--- src/rtl/i4004_pkg.sv ---
// Shared encodings for the 4004 bus controller: CPU subcycle numbering and
// clock slot numbering within one CPU period.
package i4004_pkg;

    typedef enum logic [2:0] {
        CYC_A1 = 3'd0,
        CYC_A2 = 3'd1,
        CYC_A3 = 3'd2,
        CYC_M1 = 3'd3,
        CYC_M2 = 3'd4,
        CYC_X1 = 3'd5,
        CYC_X2 = 3'd6,
        CYC_X3 = 3'd7
    } cyc_t;

    typedef enum logic [1:0] {
        SLOT_S0 = 2'd0,
        SLOT_S1 = 2'd1,
        SLOT_S2 = 2'd2,
        SLOT_S3 = 2'd3
    } slot_t;

endpackage

--- src/rtl/i4004_clkgen.sv ---
// Two-phase CPU clock generator: four slots of PHASE_LEN cycles (phi1, gap, phi2, gap).
// Registered phi outputs; stall holds the last cycle of S3 so both phases stay low.
module i4004_clkgen
    import i4004_pkg::*;
#(
    parameter int PHASE_LEN = 4
) (
    input  logic clk,
    input  logic rst_n,
    input  logic stall,
    output logic phi1,
    output logic phi2,
    output logic phi1_rise,
    output logic phi2_rise
);

    localparam logic [7:0] LAST = 8'(PHASE_LEN - 1);

    slot_t      slot_q;
    logic [7:0] cnt_q;
    logic       run_q;
    logic       last;

    assign last = (cnt_q == LAST);

    // Strobes announce that the coming edge raises the corresponding phase.
    assign phi2_rise = run_q && (slot_q == SLOT_S1) && last;
    assign phi1_rise = run_q && (slot_q == SLOT_S3) && last && !stall;

    always_ff @(posedge clk or negedge rst_n) begin
        if (!rst_n) begin
            run_q  <= 1'b0;
            slot_q <= SLOT_S0;
            cnt_q  <= 8'd0;
            phi1   <= 1'b0;
            phi2   <= 1'b0;
        end else if (!run_q) begin
            run_q  <= 1'b1;
            slot_q <= SLOT_S0;
            cnt_q  <= 8'd0;
            phi1   <= 1'b1;
            phi2   <= 1'b0;
        end else if (last) begin
            if (!(slot_q == SLOT_S3 && stall)) begin
                cnt_q  <= 8'd0;
                slot_q <= slot_t'(slot_q + 2'd1);
                phi1   <= (slot_q == SLOT_S3);
                phi2   <= (slot_q == SLOT_S1);
            end
        end else begin
            cnt_q <= cnt_q + 8'd1;
        end
    end

endmodule

--- src/rtl/i4004_bus_ctrl.sv ---
// 4004 bus controller: CPU clocks/reset, subcycle tracking, ROM fetch and data return.
// Define I4004_BUS_STALL_EN to stretch the CPU clock until ack instead of flagging a late fetch.
module i4004_bus_ctrl
    import i4004_pkg::*;
#(
    parameter int PHASE_LEN  = 4,
    parameter int RST_CYCLES = 64
) (
    input  logic        clk_i,
    input  logic        rst_n_i,
    output logic        phi1_o,
    output logic        phi2_o,
    output logic        cpu_reset_o,
    input  logic        sync_i,
    input  logic [3:0]  d_i,
    output logic [3:0]  d_o,
    output logic        d_oe_o,
    output logic        mem_req_o,
    output logic [11:0] mem_addr_o,
    input  logic        mem_ack_i,
    input  logic [7:0]  mem_data_i,
    output logic [2:0]  cyc_o,
    output logic        mem_late_o
);

    localparam logic [15:0] RST_LAST = 16'(RST_CYCLES - 1);

    logic        phi1_rise;
    logic        phi2_rise;
    logic        stall;
    logic        ack;
    logic        late;
    logic        resync;
    logic        issue;
    logic        req_pend_q;
    logic [15:0] rst_cnt_q;
    logic [7:0]  byte_q;
    logic [7:0]  byte_nxt;
    logic [2:0]  cyc_nxt;

    i4004_clkgen #(
        .PHASE_LEN (PHASE_LEN)
    ) u_clkgen (
        .clk       (clk_i),
        .rst_n     (rst_n_i),
        .stall     (stall),
        .phi1      (phi1_o),
        .phi2      (phi2_o),
        .phi1_rise (phi1_rise),
        .phi2_rise (phi2_rise)
    );

    assign ack = mem_req_o && mem_ack_i;

`ifdef I4004_BUS_STALL_EN
    assign stall = mem_req_o && !mem_ack_i && (cyc_o == CYC_M1);
    assign late  = 1'b0;
`else
    assign stall = 1'b0;
    assign late  = phi1_rise && mem_req_o && !mem_ack_i && (cyc_o == CYC_M1);
`endif

    // SYNC low is expected only at the end of X2; anywhere else the CPU has
    // been restarted under us and any fetch in flight is meaningless.
    assign resync = phi2_rise && !sync_i && (cyc_o != CYC_X2);
    assign issue  = phi2_rise && sync_i && (cyc_o == CYC_A3) && !cpu_reset_o;

    always_comb begin
        cyc_nxt = cyc_o;
        if (phi2_rise) begin
            cyc_nxt = sync_i ? cyc_o + 3'd1 : CYC_A1;
        end
        byte_nxt = byte_q;
        if (issue) begin
            byte_nxt = 8'h00;
        end else if (ack) begin
            byte_nxt = mem_data_i;
        end else if (late) begin
            byte_nxt = 8'h00;
        end
    end

    always_ff @(posedge clk_i or negedge rst_n_i) begin
        if (!rst_n_i) begin
            cpu_reset_o <= 1'b1;
            rst_cnt_q   <= 16'd0;
            cyc_o       <= CYC_X3;
            req_pend_q  <= 1'b0;
            mem_req_o   <= 1'b0;
            mem_addr_o  <= 12'h000;
            byte_q      <= 8'h00;
            d_o         <= 4'h0;
            d_oe_o      <= 1'b0;
            mem_late_o  <= 1'b0;
        end else begin
            cyc_o      <= cyc_nxt;
            byte_q     <= byte_nxt;
            mem_late_o <= late;
            req_pend_q <= issue;

            if (phi1_rise && cpu_reset_o) begin
                if (rst_cnt_q == RST_LAST) begin
                    cpu_reset_o <= 1'b0;
                end
                rst_cnt_q <= rst_cnt_q + 16'd1;
            end

            if (phi2_rise && sync_i) begin
                case (cyc_o)
                    CYC_A1:  mem_addr_o[3:0]  <= d_i;
                    CYC_A2:  mem_addr_o[7:4]  <= d_i;
                    CYC_A3:  mem_addr_o[11:8] <= d_i;
                    default: ;
                endcase
            end

            if (resync || late || ack) begin
                mem_req_o <= 1'b0;
            end else if (req_pend_q) begin
                mem_req_o <= 1'b1;
            end

            d_oe_o <= (cyc_nxt == CYC_M1) || (cyc_nxt == CYC_M2);
            if (cyc_nxt == CYC_M1) begin
                d_o <= byte_nxt[7:4];
            end else if (cyc_nxt == CYC_M2) begin
                d_o <= byte_nxt[3:0];
            end else begin
                d_o <= 4'h0;
            end
        end
    end

endmodule

--- config.mk ---
export PLATFORM = sky130hd
export DESIGN_NAME = i4004_bus_ctrl
export DESIGN_NICKNAME = d
export VERILOG_FILES = /design/src/rtl/i4004_pkg.sv /design/src/rtl/i4004_clkgen.sv /design/src/rtl/i4004_bus_ctrl.sv
export SDC_FILE = /design/constraint.sdc
export NUM_CORES = 1
export LEC_CHECK = 0
export BUFFER_PORTS_ARGS = -buffer_cell sky130_fd_sc_hd__buf_2
export CORE_MARGIN = 2
export CORE_UTILIZATION = 35
export CTS_BUF_LIST = sky130_fd_sc_hd__clkbuf_8
export DETAILED_ROUTE_END_ITERATION = 8
export GPL_ROUTABILITY_DRIVEN = 0
export MAX_ROUTING_LAYER = met4
export SLEW_MARGIN = 20
export SYNTH_ARGS = -nofsm -noshare
export SYNTH_HDL_FRONTEND = slang
export SYNTH_SLANG_ARGS = --single-unit
--- constraint.sdc ---
create_clock -name clk_i -period 3.98 [get_ports clk_i]
set_clock_uncertainty 0.15 [all_clocks]
set_input_delay 0.597 -clock clk_i [delete_from_list [all_inputs] [get_ports clk_i]]
set_output_delay 0.597 -clock clk_i [all_outputs]
set_load 0.1 [all_outputs]
# == Word level (Yosys, flattened, before mapping) ==
# Cells that the tools add are included.
# word_totals
out_inout_bits,25
input_bits,16
reg_bits,61
# classes
n_reduce_logical,26
n_eq_ne,11
addsub,4
muxes,17
# ops
cell,n
$mux W8,5
$add A16 B1 Y16 const B,1
$eq A16 B6 Y1 const B,1
$logic_and A1 B1 Y1,14
$eq A3 B2 Y1 const B,3
$add A8 B1 Y8 const B,1
$eq A8 B2 Y1 const B,1
$mux W4,2
$reduce_and A2 Y1,4
$mux W1,6
$mux W3,2
$mux W2,2
$add A3 B1 Y3 const B,1
$eq A3 B1 Y1 const B,1
$eq A3 B3 Y1 const B,1
$logic_not A1 Y1,3
$logic_not A3 Y1,1
$logic_or A1 B1 Y1,3
$ne A3 B3 Y1 const B,1
$add A2 B1 Y2 const B,1
$eq A2 B1 Y1 const B,1
$eq A2 B2 Y1 const B,1
$ne A2 B2 Y1 const B,1
$reduce_bool A2 Y1,1

# == Depth between registers and ports, before layout ==
# logic_depth
depth_word,11
mapped_depth,8
depth_no_buf,6

# == By module ==
# A second synthesis with hierarchy kept.
# unflattened
hier_cells,260
area_unflattened_um2,2906.5
# by_module_without_submodules
module,n_inst,seq_area_each_um2,area_per_inst_um2,cells_per_inst
i4004_bus_ctrl,1,1206.2,2200.9,188
i4004_clkgen,1,325.3,705.7,72

# == Worst setup path after synthesis ==
# No wires, ideal clock.
# synth_timing
kind,reg-to-reg
start,register cyc_o[1]
end,register d_o[3]
arrival_ps,2250
path_stages_with_launch,6
path_slack_ps,1459
synth_period_minus_slack_ps,2521
path_buffers,0
required_ps,3709
cell_sequence,dfstp_2 -> ha_1 -> or3b_2 -> nor4_4 -> a21oi_1 -> a22o_1
# synth_between
word_cells_on_any_way,15
# synth_lines
element,line_no,text
"start, declared",i4004_bus_ctrl.sv:22,"output logic [2:0] cyc_o,"
"start signal, assigned",i4004_bus_ctrl.sv:96,cyc_o <= cyc_nxt;
$eq A3 B2 Y1,i4004_bus_ctrl.sv:66,assign issue = phi2_rise && sync_i && (cyc_o == CYC_A3) && !cpu_reset_o;
$logic_and A1 B1 Y1 (2 in a row),i4004_bus_ctrl.sv:66,
net issue,i4004_bus_ctrl.sv:34,logic issue;
$mux W8,i4004_bus_ctrl.sv:74,if (issue) begin
net byte_nxt[3],i4004_bus_ctrl.sv:38,logic [7:0] byte_nxt;
$mux W4,i4004_bus_ctrl.sv:126,end else if (cyc_nxt == CYC_M2) begin
$mux W4,i4004_bus_ctrl.sv:124,if (cyc_nxt == CYC_M1) begin
"end signal, assigned",i4004_bus_ctrl.sv:125,d_o <= byte_nxt[7:4];
"end signal, assigned",i4004_bus_ctrl.sv:127,d_o <= byte_nxt[3:0];
"end, declared",i4004_bus_ctrl.sv:16,"output logic [3:0] d_o,"
# The timed path passes the listed nets, and every way through them passes these cells.
# A chain may end at the register's enable or synchronous reset.

# == Worst setup path in the final report ==
# layout_timing
start,register u_clkgen.cnt_q[3]
end,register d_o[2]
# layout_between
elab_chain_len,10
word_cells_on_any_way,17
# layout_rtl
element,line_no,text
"start, declared",i4004_clkgen.sv:20,logic [7:0] cnt_q;
"start signal, assigned",i4004_clkgen.sv:51,cnt_q <= cnt_q + 8'd1;
$eq A8 B2 Y1 *,i4004_clkgen.sv:24,assign last = (cnt_q == LAST);
$logic_and A1 B1 Y1,i4004_clkgen.sv:28,assign phi1_rise = run_q && (slot_q == SLOT_S3) && last && !stall;
$logic_and A1 B1 Y1 (3 in a row),i4004_bus_ctrl.sv:60,assign late = phi1_rise && mem_req_o && !mem_ack_i && (cyc_o == CYC_M1);
$mux W8,i4004_bus_ctrl.sv:78,end else if (late) begin
$mux W8,i4004_bus_ctrl.sv:76,end else if (ack) begin
$mux W8,i4004_bus_ctrl.sv:74,
$mux W4,i4004_bus_ctrl.sv:126,
$mux W4 *,i4004_bus_ctrl.sv:124,
# Every way passes the cells marked *; elsewhere a longest branch is shown, timed or not.

==> out/metrics.yaml <==
outcome:
  status: "finished, final reports clean"
clock_network:
  ctsHtreeMaxLevel: 3
  clockRootBuffer: "clkbuf_8"
  cts_num_sinks: 61
  clk-insertion-delay-late_ns: 0.33
  cts_setup_buffers: 0
  tritoncts: "yes"
  cts_made_buffers: 9
  cts.repair.resized: 0
  holdBufCountCts: 0
  clk_path_buf_depth: 2
  path_clk_slew_ns: 0.07
route:
  wirelength_um: 6210
  drtIter0Drc: 65
  via_count: 2164
  drtAntennaViolNets: 0
  dr.pass1.iters: 4
  via_per_inst: 5.23
  wl_per_cell_um: 15.0
  drc: 0
layout:
  syn_to_final_growth_pct: 17.2
  diodes: 0
  final_cell_area_um2: 3450
  nNetsFinal: 329
  layout-drive-gt1-share: 0.265
critical_path:
  critical_path.slowest_cell: "or4_1"
  reg2reg_setup_slack_ns: 1.33
  path_max_fanout: 16
  crit_chain: "or4_1, o31ai_1, a22oi_1, a22o_1"
  r2r_cells: 4
  path_class: "reg -> reg"
  cp_slowest_stage_delay_ns: 0.89
  worstPathArrival_ns: 2.73
  required_ns: 4.06
  cp-end-kind: "register"
  startpoint_type: "register"
global_routing:
  overflow: 0
  grt_max_degree: 39
  groute.usage.overall: 0.151
  grt_pass1_vias: 2170
  antenna_found_initial: 0
  grt_pass1_wl_um: 10300
placed_design:
  post_dp_cell_area_um2: 3240
  port_buffers: 40
  preCtsSetupSlack_ns: 1.35
  hpwlAfterDp_um: 4340
timing:
  fin_crit_ns: 2.65
  setup_viol: 0
  rsz0062_at_grt: "false"
  hold_viol_final: 0
  fin_crit_sh: 0.665
  worst_pin_slew_ns: 0.879
  slew_violations: 0
  whs_ns: 0.222
  fmax_ghz: 0.378
  max_slew_margin: 0.413
  finalWorstSetupSlack_ns: 1.33
  tns_ns: 0
floorplanning:
  die_h_um: 95.8
  die_x_um: 95.8
  start_util: 0.360
  fp.dieArea_um2: 9170
  pin_count: 41
  coreArea_um2: 8180
  rows: 33
logic_synthesis:
  yosysUniqueCellTypes: 47
  synthArstFlopShare: 1.00
  ys_warn_count: 0
  syn_inst: 262
  ys.flop_type: "dfrtp_1"
  yosysSeqAreaShare: 0.520
  synthesis.nets: 287
  ys_ff_latch: 61
  syn_area_per_cell_um2: 11.2
  synth_area_um2: 2950
  synth_edf_count: 0
min_path:
  hold_class: "in -> async"
power_and_ir_drop:
  pwr-share-seq: 0.470
  p_sw_frac: 0.274
  switching_power_mw: 0.383
  powerDensity_nw_per_um2: 405
  ir_worst_vdd_uv: 180
  clkPwrFrac: 0.408
  leakagePower_nw: 1.65
  combinationalPowerShare: 0.122
  p_int_mw: 1.02
job:
  drv_cap: 0
-- logic make-up after synthesis --
family / share of synthesized area
other: 0.00127
buffers and inverters: 0.0221
XOR/XNOR: 0.0654
adder cells (fa/ha/maj): 0.0382
flip-flops: 0.520
multiplexers: 0.0569
AND/OR/NAND/NOR: 0.182
AO/OA/AOI/OAI: 0.115
-- critical path: cells and delay by family, from the launching register on --
kind | cells | cell delay [ns]
flip-flops | 1 | 0.44
AO/OA/AOI/OAI | 3 | 1.07
AND/OR/NAND/NOR | 1 | 0.89
-- layout make-up --
cell class | instances | area (um2)
Fill cell | 818 | 4720
Sequential cell | 61 | 1530
Multi-Input combinational cell | 186 | 1350
Timing Repair Buffer | 42 | 215
Clock buffer | 12 | 165
Tap cell | 105 | 131
Clock inverter | 4 | 46.3
Inverter | 4 | 15.0
-- per-stage QoR --
step | utilization | power, mW | std cells
2_1_floorplan | - | 0.787 | 262
3_3_place_gp | 0.397 | 0.840 | 398
3_5_place_dp | 0.397 | 0.840 | 398
4_1_cts | 0.423 | 1.42 | 414
5_1_grt | 0.423 | 1.46 | 414
6_report | 0.423 | 1.40 | 414
-- cells in the mapped netlist (all sizes together) (2+ instances only) --
cell / count / area (um2)
xnor2: 16 / 140
mux2: 14 / 158
a21oi: 10 / 50.1
buf: 5 / 27.5
nor2: 10 / 37.5
o31ai: 10 / 75.1
xor2: 6 / 52.6
a22o: 4 / 35.0
and2: 7 / 43.8
clkbuf: 6 / 22.5
o311ai: 2 / 17.5
o21ai: 3 / 15.0
dfrtp: 57 / 1430
o21a: 2 / 15.0
nor3: 3 / 26.3
nand2: 22 / 82.6
nand3: 11 / 55.1
inv: 4 / 15.0
nand4: 14 / 87.6
or3b: 2 / 17.5
dfstp: 4 / 105
and4: 2 / 17.5
ha: 9 / 113
a211oi: 2 / 20.0
and3: 10 / 62.6
nor4: 5 / 58.8
a21boi: 8 / 60.1
-- state kept, by name, indices dropped and copies added (netlist names) --
signal           cells
cyc_o                3
u_clkgen.cnt_q       8
u_clkgen.slot_q      2
byte_q               8
mem_addr_o          12
req_pend_q           1
u_clkgen.phi1        1
d_oe_o               1
u_clkgen.phi2        1
mem_req_o            1
d_o                  4
rst_cnt_q           16
mem_late_o           1
u_clkgen.run_q       1
cpu_reset_o          1
-- layout by cell type, fill, tap and decap left out, drive strengths merged, types with 6 or more instances in the layout --
master	synthesis	layout
dfrtp	57	57
buf	5	42
nand2	22	22
xnor2	16	16
nand4	14	14
mux2	14	14
clkbuf	6	12
nand3	11	11
and3	10	10
nor2	10	10
o31ai	10	10
a21oi	10	10
ha	9	9
a21boi	8	8
and2	7	7
xor2	6	6
-- metal layers --
metal / part of all wire / vias to the layer above / routed length, um / track usage
li1: - / 1036 / - / -
met1: 0.49 / 1074 / 3040 / 0.204
met2: 0.45 / 46 / 2820 / 0.220
met3: 0.040 / 8 / 249 / 0.0321
met4: 0.016 / 0 / 101 / 0.0679
met5: 0 / - / 0 / -
-- power by group through the flow --
stage               combinational, mW  sequential [mW]  clock, mW
detailed placement              0.171            0.668          0
global placement                0.172            0.668          0
global route                    0.187            0.659      0.618
CTS                             0.172            0.657      0.586
floorplan                      0.0664            0.721          0
finish                          0.171            0.658      0.572
-- final timing paths --
path | end | startpoint
worst max-delay path | d_o[2]$_DFF_PN0_ | u_clkgen.cnt_q[3]$_DFF_PN0_
worst min-delay path | rst_cnt_q[8]$_DFFE_PN0P_ | rst_n_i
worst max register to register | d_o[2]$_DFF_PN0_ | u_clkgen.cnt_q[3]$_DFF_PN0_
worst min register to register | rst_cnt_q[4]$_DFFE_PN0P_ | rst_cnt_q[4]$_DFFE_PN0P_
max in group asynchronous | cyc_o[0]$_DFF_PN1_ | rst_n_i
min in group clk_i | rst_cnt_q[4]$_DFFE_PN0P_ | rst_cnt_q[4]$_DFFE_PN0P_
Note: power is estimated with default switching activity, not from simulation.
